File: src/rtl/axi_defs.sv
// Shared AXI constants, the chunker state encoding and a response-merge helper
// used across the SDRAM write path.
package axi_defs;
    localparam logic [1:0] BURST_INCR      = 2'b01;
    localparam logic [1:0] AXI_RESP_OKAY   = 2'b00;
    localparam logic [1:0] AXI_RESP_SLVERR = 2'b10;
    localparam int         CHUNK_BEATS     = 4;

    typedef enum logic [2:0] {
        ST_IDLE,
        ST_ADDR,
        ST_DATA,
        ST_RESP,
        ST_DONE
    } chunk_state_e;

    // AXI response codes are ordered by severity, so worst-wins merging is a plain max.
    function automatic logic [1:0] resp_max(input logic [1:0] a, input logic [1:0] b);
        return (a > b) ? a : b;
    endfunction
endpackage

File: src/rtl/axi_wr_chunker.sv
// Splits AXI4 INCR write bursts into aligned 4-beat sub-bursts for the SDRAM
// write datapath and folds the per-chunk responses into one response per burst.
module axi_wr_chunker
    import axi_defs::*;
#(
    parameter int ADDRS        = 32,
    parameter int WIDTH        = 32,
    parameter int MASKS        = WIDTH / 8,
    parameter int AXI_ID_WIDTH = 4,
    parameter int CBITS        = 7
) (
    input  logic                    clock,
    input  logic                    reset,

    input  logic                    s_awvalid_i,
    output logic                    s_awready_o,
    input  logic [ADDRS-1:0]        s_awaddr_i,
    input  logic [AXI_ID_WIDTH-1:0] s_awid_i,
    input  logic [7:0]              s_awlen_i,
    input  logic [1:0]              s_awburst_i,

    input  logic                    s_wvalid_i,
    output logic                    s_wready_o,
    input  logic                    s_wlast_i,
    input  logic [MASKS-1:0]        s_wstrb_i,
    input  logic [WIDTH-1:0]        s_wdata_i,

    output logic                    s_bvalid_o,
    input  logic                    s_bready_i,
    output logic [1:0]              s_bresp_o,
    output logic [AXI_ID_WIDTH-1:0] s_bid_o,

    output logic                    m_awvalid_o,
    input  logic                    m_awready_i,
    output logic [ADDRS-1:0]        m_awaddr_o,
    output logic [AXI_ID_WIDTH-1:0] m_awid_o,
    output logic [7:0]              m_awlen_o,
    output logic [1:0]              m_awburst_o,

    output logic                    m_wvalid_o,
    input  logic                    m_wready_i,
    output logic                    m_wlast_o,
    output logic [MASKS-1:0]        m_wstrb_o,
    output logic [WIDTH-1:0]        m_wdata_o,

    input  logic                    m_bvalid_i,
    output logic                    m_bready_o,
    input  logic [1:0]              m_bresp_i,
    input  logic [AXI_ID_WIDTH-1:0] m_bid_i
);
    localparam logic [ADDRS-1:0] CHUNK_BYTES = ADDRS'(CHUNK_BEATS * MASKS);
    localparam logic [CBITS-1:0] OUT_MAX     = '1;

    chunk_state_e     state_q;
    logic [7:0]       len_q;
    logic [6:0]       chunks_left_q;
    logic [8:0]       src_cnt_q;
    logic [1:0]       beat_q;
    logic [1:0]       merged_q, merged_d;
    logic [CBITS-1:0] outstanding_q, outstanding_d;

    logic src_phase;
    logic aw_in_fire, aw_out_fire, w_in_fire, w_out_fire, b_in_fire, b_out_fire;

    assign m_awlen_o   = 8'd3;
    assign m_awburst_o = BURST_INCR;

    // Source beats still owed by the master; beyond that the chunk is padded.
    assign src_phase = (src_cnt_q <= {1'b0, len_q});

    always_comb begin
        // NOTE: every signal gets a default before any branch so no path infers a latch.
        m_wvalid_o = 1'b0;
        m_wlast_o  = 1'b0;
        m_wdata_o  = '0;
        m_wstrb_o  = '0;
        s_wready_o = 1'b0;
        if (state_q == ST_DATA) begin
            m_wlast_o = (beat_q == 2'd3);
            if (src_phase) begin
                m_wvalid_o = s_wvalid_i;
                s_wready_o = m_wready_i;
                m_wdata_o  = s_wdata_i;
                m_wstrb_o  = s_wstrb_i;
            end else begin
                m_wvalid_o = 1'b1;
            end
        end
    end

    assign aw_in_fire  = s_awvalid_i & s_awready_o;
    assign aw_out_fire = m_awvalid_o & m_awready_i;
    assign w_in_fire   = s_wvalid_i  & s_wready_o;
    assign w_out_fire  = m_wvalid_o  & m_wready_i;
    assign b_in_fire   = m_bvalid_i  & m_bready_o;
    assign b_out_fire  = s_bvalid_o  & s_bready_i;

    always_comb begin
        merged_d = merged_q;
        if (b_in_fire) begin
            merged_d = resp_max(merged_d, m_bresp_i);
            if (m_bid_i != m_awid_o)
                merged_d = AXI_RESP_SLVERR;
        end
        if (w_in_fire && (s_wlast_i != (src_cnt_q == {1'b0, len_q})))
            merged_d = AXI_RESP_SLVERR;
    end

    always_comb begin
        case ({aw_out_fire, b_in_fire})
            2'b10:   outstanding_d = outstanding_q + CBITS'(1);
            2'b01:   outstanding_d = outstanding_q - CBITS'(1);
            default: outstanding_d = outstanding_q;
        endcase
    end

    always_ff @(posedge clock) begin
        if (reset) begin
            state_q       <= ST_IDLE;
            len_q         <= '0;
            chunks_left_q <= '0;
            src_cnt_q     <= '0;
            beat_q        <= '0;
            merged_q      <= AXI_RESP_OKAY;
            outstanding_q <= '0;
            s_awready_o   <= 1'b0;
            s_bvalid_o    <= 1'b0;
            s_bresp_o     <= '0;
            s_bid_o       <= '0;
            m_awvalid_o   <= 1'b0;
            m_awaddr_o    <= '0;
            m_awid_o      <= '0;
            m_bready_o    <= 1'b0;
        end else begin
            // NOTE: non-blocking assignments so every register sees pre-edge values,
            // letting a later branch cleanly override the default merge update.
            outstanding_q <= outstanding_d;
            merged_q      <= merged_d;
            case (state_q)
                ST_IDLE: begin
                    if (aw_in_fire) begin
                        s_awready_o   <= 1'b0;
                        m_awvalid_o   <= 1'b1;
                        m_awaddr_o    <= s_awaddr_i;
                        m_awid_o      <= s_awid_i;
                        len_q         <= s_awlen_i;
                        chunks_left_q <= 7'(s_awlen_i >> 2) + 7'd1;
                        src_cnt_q     <= '0;
                        beat_q        <= '0;
                        merged_q      <= (s_awburst_i == BURST_INCR) ? AXI_RESP_OKAY
                                                                     : AXI_RESP_SLVERR;
                        m_bready_o    <= 1'b1;
                        state_q       <= ST_ADDR;
                    end else begin
                        s_awready_o <= 1'b1;
                    end
                end
                ST_ADDR: begin
                    if (aw_out_fire) begin
                        m_awvalid_o <= 1'b0;
                        state_q     <= ST_DATA;
                    end
                end
                ST_DATA: begin
                    if (w_in_fire)
                        src_cnt_q <= src_cnt_q + 9'd1;
                    if (w_out_fire) begin
                        beat_q <= beat_q + 2'd1;
                        if (beat_q == 2'd3) begin
                            if (chunks_left_q == 7'd1) begin
                                state_q <= ST_RESP;
                            end else begin
                                chunks_left_q <= chunks_left_q - 7'd1;
                                m_awaddr_o    <= m_awaddr_o + CHUNK_BYTES;
                                m_awvalid_o   <= 1'b1;
                                state_q       <= ST_ADDR;
                            end
                        end
                    end
                end
                ST_RESP: begin
                    if (outstanding_q == '0) begin
                        s_bvalid_o <= 1'b1;
                        s_bresp_o  <= merged_d;
                        s_bid_o    <= m_awid_o;
                        state_q    <= ST_DONE;
                    end
                end
                ST_DONE: begin
                    if (b_out_fire) begin
                        s_bvalid_o  <= 1'b0;
                        m_bready_o  <= 1'b0;
                        s_awready_o <= 1'b1;
                        state_q     <= ST_IDLE;
                    end
                end
                default: state_q <= ST_IDLE;
            endcase
        end
    end

    // The datapath never holds more than 64 chunks; saturating the counter means it lost track.
    assert property (@(posedge clock) disable iff (reset) outstanding_q != OUT_MAX)
        else $fatal(1, "axi_wr_chunker: outstanding chunk counter saturated");

endmodule

File: config.mk
export PLATFORM = sky130hd
export DESIGN_NAME = axi_wr_chunker
export DESIGN_NICKNAME = d
export VERILOG_FILES = /design/src/rtl/axi_defs.sv /design/src/rtl/axi_wr_chunker.sv
export SDC_FILE = /design/constraint.sdc
export NUM_CORES = 1
export LEC_CHECK = 0
export CAP_MARGIN = 15
export CORE_MARGIN = 2
export CORE_UTILIZATION = 46
export DETAILED_ROUTE_END_ITERATION = 10
export PLACE_DENSITY = 0.87
export SLEW_MARGIN = 20
export SYNTH_ARGS = -nofsm -noshare
export SYNTH_HDL_FRONTEND = slang
export SYNTH_SLANG_ARGS = --single-unit
File: constraint.sdc
create_clock -name clock -period 4.6 [get_ports clock]
set_clock_uncertainty 0.2 [all_clocks]
set_input_delay 1.38 -clock clock [delete_from_list [all_inputs] [get_ports clock]]
set_output_delay 1.38 -clock clock [all_outputs]
set_load 0.005 [all_outputs]
==> flow_summary.toml <==
[placement]
port_buffer_cells = 181
post_dp_hpwl_microns = 11990
dp_slack_ns = 0.2926
gp_congestion = 0.8713

[worst_setup_path]
worst_setup_path_startpoint = "len_q[7]$_SDFFE_PP0P_"
crit_type = "flip-flop to primary output"
reg2reg_start = "state_q[0]$_SDFFE_PP0P_"
r2r_slack_ns = 1.50
cpMaxStageDelayCell = "clkdlybuf4s50_1"
path_delay_family = "simple AND/OR/NAND/NOR gates"
slowest_delay_ns = 0.51
timing.critical_path.to = "m_wdata_o[2]"
critical_path_arrival_ns = 2.85
crit_path_cell_trace = "inv_1 > ha_1 > and4b_2 > or3b_4 > o21ai_4 > nor2_2 > nor2_4 > clkbuf_16 > and2_1 > clkdlybuf4s50_1"
worstSetupPathDepth = 10
crit_required_ns = 3.02
worstRegToRegCells = 8
crit-reg2reg-capture = "m_awaddr_o[16]$_SDFFE_PP0P_"
critical_path_peak_fanout = 18
critical_path_buf_inv_count = 3
critPathLaunchType = "flip-flop"
critPathCaptureType = "primary output"

[global_route]
vias_in_the_first_global_route = 5366
maximum_number_of_pins_on_one_net_before_global_route_repair = 78
global_route_wire_length_before_repair_microns = 27210
grt.overflow.total = 0
gr-usage-all-layers_pct = 25.99
grt_antenna_before_repair = 0

[timing]
period_share_pct = 96.38
tns_ns = 0
slew_headroom_pct = 43.61
max_clock_freq_mhz = 225.6
worst_hold_slack_ns = 0.2541
finalWorstSetupSlack_ns = 0.1667
period_needed_ns = 4.433
setup_violations = 0
grt_setup_unrepaired = "false"
final-max-slew-violation-count = 0
hold_violations = 0
worst-slew-pin-transition_ns = 0.8388

[routing]
initialDrtViolationCount = 469
route.detailed.vias_per_inst = 5.856
drt_wl_total_microns = 17340
antenna_violating_nets_post_route = 0
detail_route.wl_per_cell_microns = 16.94
route.detailed.drc = 9
drt_pre_antenna_iters = 9
num_vias = 5997

[run_status]
run_status = "complete, but fails checks"
violations_in_the_final_reports = "design-rule violations"

[logic_synthesis]
primary_ff_master_synth = "dfxtp_1"
yosysTopAreaCell = "dfxtp_1"
synth_enable_flop_cells = 0
synth.yosys.seq_area_share_pct = 30.66
synth.lib_cells_used.distinct = 77
yosys.cell_count.top_type = "nand2_1"
synth.top_cells.by_area = "dfxtp_1 31%, a21oi_1 6.0%, nand2_1 5.8%"
synth.ff_latch_count = 84
synth.cell_area_sq_um = 5485
syn-mean-instance-area_sq_um = 7.650
yosysTopAreaCellShare_pct = 30.66
synth_top_cells_by_count = "85 x nand2_1, 84 x dfxtp_1, 66 x a21oi_1"
ys_async_sr_fraction_pct = 0
synthesis.instances = 717
synth.yosys.warnings = 0

[clock_tree]
total_number_of_clock_tree_sinks = 84
clk_path_buf_depth = 2
tritoncts = "done"
hold_buffers = 0
clock-root-buffer = "clkbuf_16"
cts_made_buffers = 9
clock_insertion_delay_worst_skew_ns = 0.34
clk_pin_slew_worst_paths_ns = 0.07
cts-htree-levels = 3

[floorplan]
floorplan.initialDensity_pct = 47.63
floorplan_die_height_microns = 113.2
chipWidth_microns = 113.2
top_level_ports = 192
core-area_sq_um = 11520
rows = 39
die_area_sq_um = 12810

[power]
total_power_mw = 1.975
p_leak_nw = 2.824
cell_internal_pwr_mw = 1.401
switching_share_pct = 29.05
power_density_over_the_cells_nw_per_um2 = 256.1
p_comb_share_pct = 20.9
ir_worst_vdd_mv = 0.1749
power.clock.fraction_pct = 38.3
power.net_switching_uw = 573.8
power.sequential.fraction_pct = 40.7

[finish]
multiInputGateArea_sq_um = 3502
filler_cell_count = 961
seq_area_sq_um = 1682
fraction_of_layout_instances_using_a_drive_strength_above_1_pct = 6.697
finalCoreUtilization_pct = 66.97
antennaDiodeCount = 0
nNetsFinal = 997
relative_area_change_from_synthesis_to_final_layout_pct = 40.60

[worst_hold_path]
hold_path_startpoint = "m_awaddr_o[2]$_SDFFE_PP0P_"
holdCritPathClass = "flip-flop to flip-flop"

[job]
drv.max_cap_violation_count = 0
==> logic make-up (layout without fill, tap and decap cells) <==
family,after synthesis,after routing,synth area share (%)
AND/OR/NAND/NOR,300,300,28.33
AO/OA/AOI/OAI,208,208,25.32
flip-flops,84,84,30.66
buffers and inverters,81,237,6.866
adder cells (fa/ha/maj),24,24,5.611
XOR/XNOR,11,11,1.757
multiplexers,7,7,1.323
other,2,10,0.1369
==> worst min-delay path, delay by kind of cell (launching register included) <==
kind / cells / cell delay, ns
simple gates: 1 / 0.05
compound gates: 1 / 0.05
flops: 1 / 0.31
==> area by class of cell <==
| class | count | area share (%) |
|---|---|---|
| Timing Repair Buffer | 196 | 25.28 |
| Inverter | 25 | 1.217 |
| Tap cell | 143 | 2.320 |
| Multi-Input combinational cell | 560 | 45.41 |
| Clock buffer | 9 | 2.920 |
| Clock inverter | 7 | 1.055 |
| Sequential cell | 84 | 21.80 |
==> worst min-delay path by stage <==
| stage | endpoint | slack, ns | cells past startpoint |
|---|---|---|---|
| after CTS | m_awaddr_o[2]$_SDFFE_PP0P_ | 0.25 | 2 |
| final | m_awaddr_o[2]$_SDFFE_PP0P_ | 0.25 | 2 |
| after global placement | m_awaddr_o[2]$_SDFFE_PP0P_ | 0.24 | 2 |
| after detailed placement | m_awaddr_o[2]$_SDFFE_PP0P_ | 0.24 | 2 |
| after floorplan | len_q[1]$_SDFFE_PP0P_ | 0.24 | 2 |
| after global routing | len_q[5]$_SDFFE_PP0P_ | 0.28 | 2 |
==> registers in the layout (all words and copies together) (netlist names) <==
register       flops
m_awid_o           4
m_bready_o         1
m_awvalid_o        1
outstanding_q      7
s_bresp_o          2
s_bid_o            4
s_awready_o        1
m_awaddr_o        32
beat_q             2
state_q            3
merged_q           2
s_bvalid_o         1
len_q              8
src_cnt_q          9
chunks_left_q      7
==> metrics by stage <==
stage	instance area, sq um	instances
floorplan	5515	725
global placement	7331	1005
detailed placement	7331	1005
CTS	7644	1021
global route	7712	1024
finish	7712	1024
==> repair_timing <==
item	in CTS	in global routing
setup buffers	0	2
cloned	0	1
endpoints found under the setup margin	5	36
gates resized for setup	1	7
hold endpoints to repair	0	0
pin swaps	0	3
==> routing by layer <==
| layer | part of all wire, % | vias up | GRT usage (%) |
|---|---|---|---|
| met5 | 0 | - | 0 |
| met4 | 1.6 | 0 | 6.504 |
| met3 | 7.0 | 29 | 5.088 |
| met2 | 47 | 247 | 42.36 |
| met1 | 44 | 2796 | 35.45 |
| li1 | - | 2925 | - |
==> cells in the final DEF, fill, tap and decap left out, types with 4 or more instances in the layout <==
cell               n
or3_1              5
mux2i_1            5
ha_1              23
and2_1            40
nor3_1            16
clkbuf_16         10
a2111o_1           5
dfxtp_1           84
xor2_1             9
nand2_1           84
o21ai_0           29
o211ai_1           7
nor2_1            46
buf_4             13
nand2b_1           4
conb_1            10
a21o_1             6
clkdlybuf4s50_1  180
a31oi_1           14
inv_1             24
and4_1             4
nor4_1             4
o31ai_1           16
and3_1            12
a211oi_1          12
or4_1              6
nor2b_1            4
nand3_1           40
a21oi_1           66
o311ai_0           5
nand4_1           16
==> power by group through the flow <==
stage / logic [mW] / registers (mW) / clock network, mW
3_5_place_dp: 0.393 / 0.819 / 0
6_report: 0.414 / 0.804 / 0.757
3_3_place_gp: 0.388 / 0.818 / 0
4_1_cts: 0.398 / 0.803 / 0.771
5_1_grt: 0.449 / 0.809 / 0.805
2_1_floorplan: 0.215 / 0.809 / 0
Power figures use the tool's default switching activity.
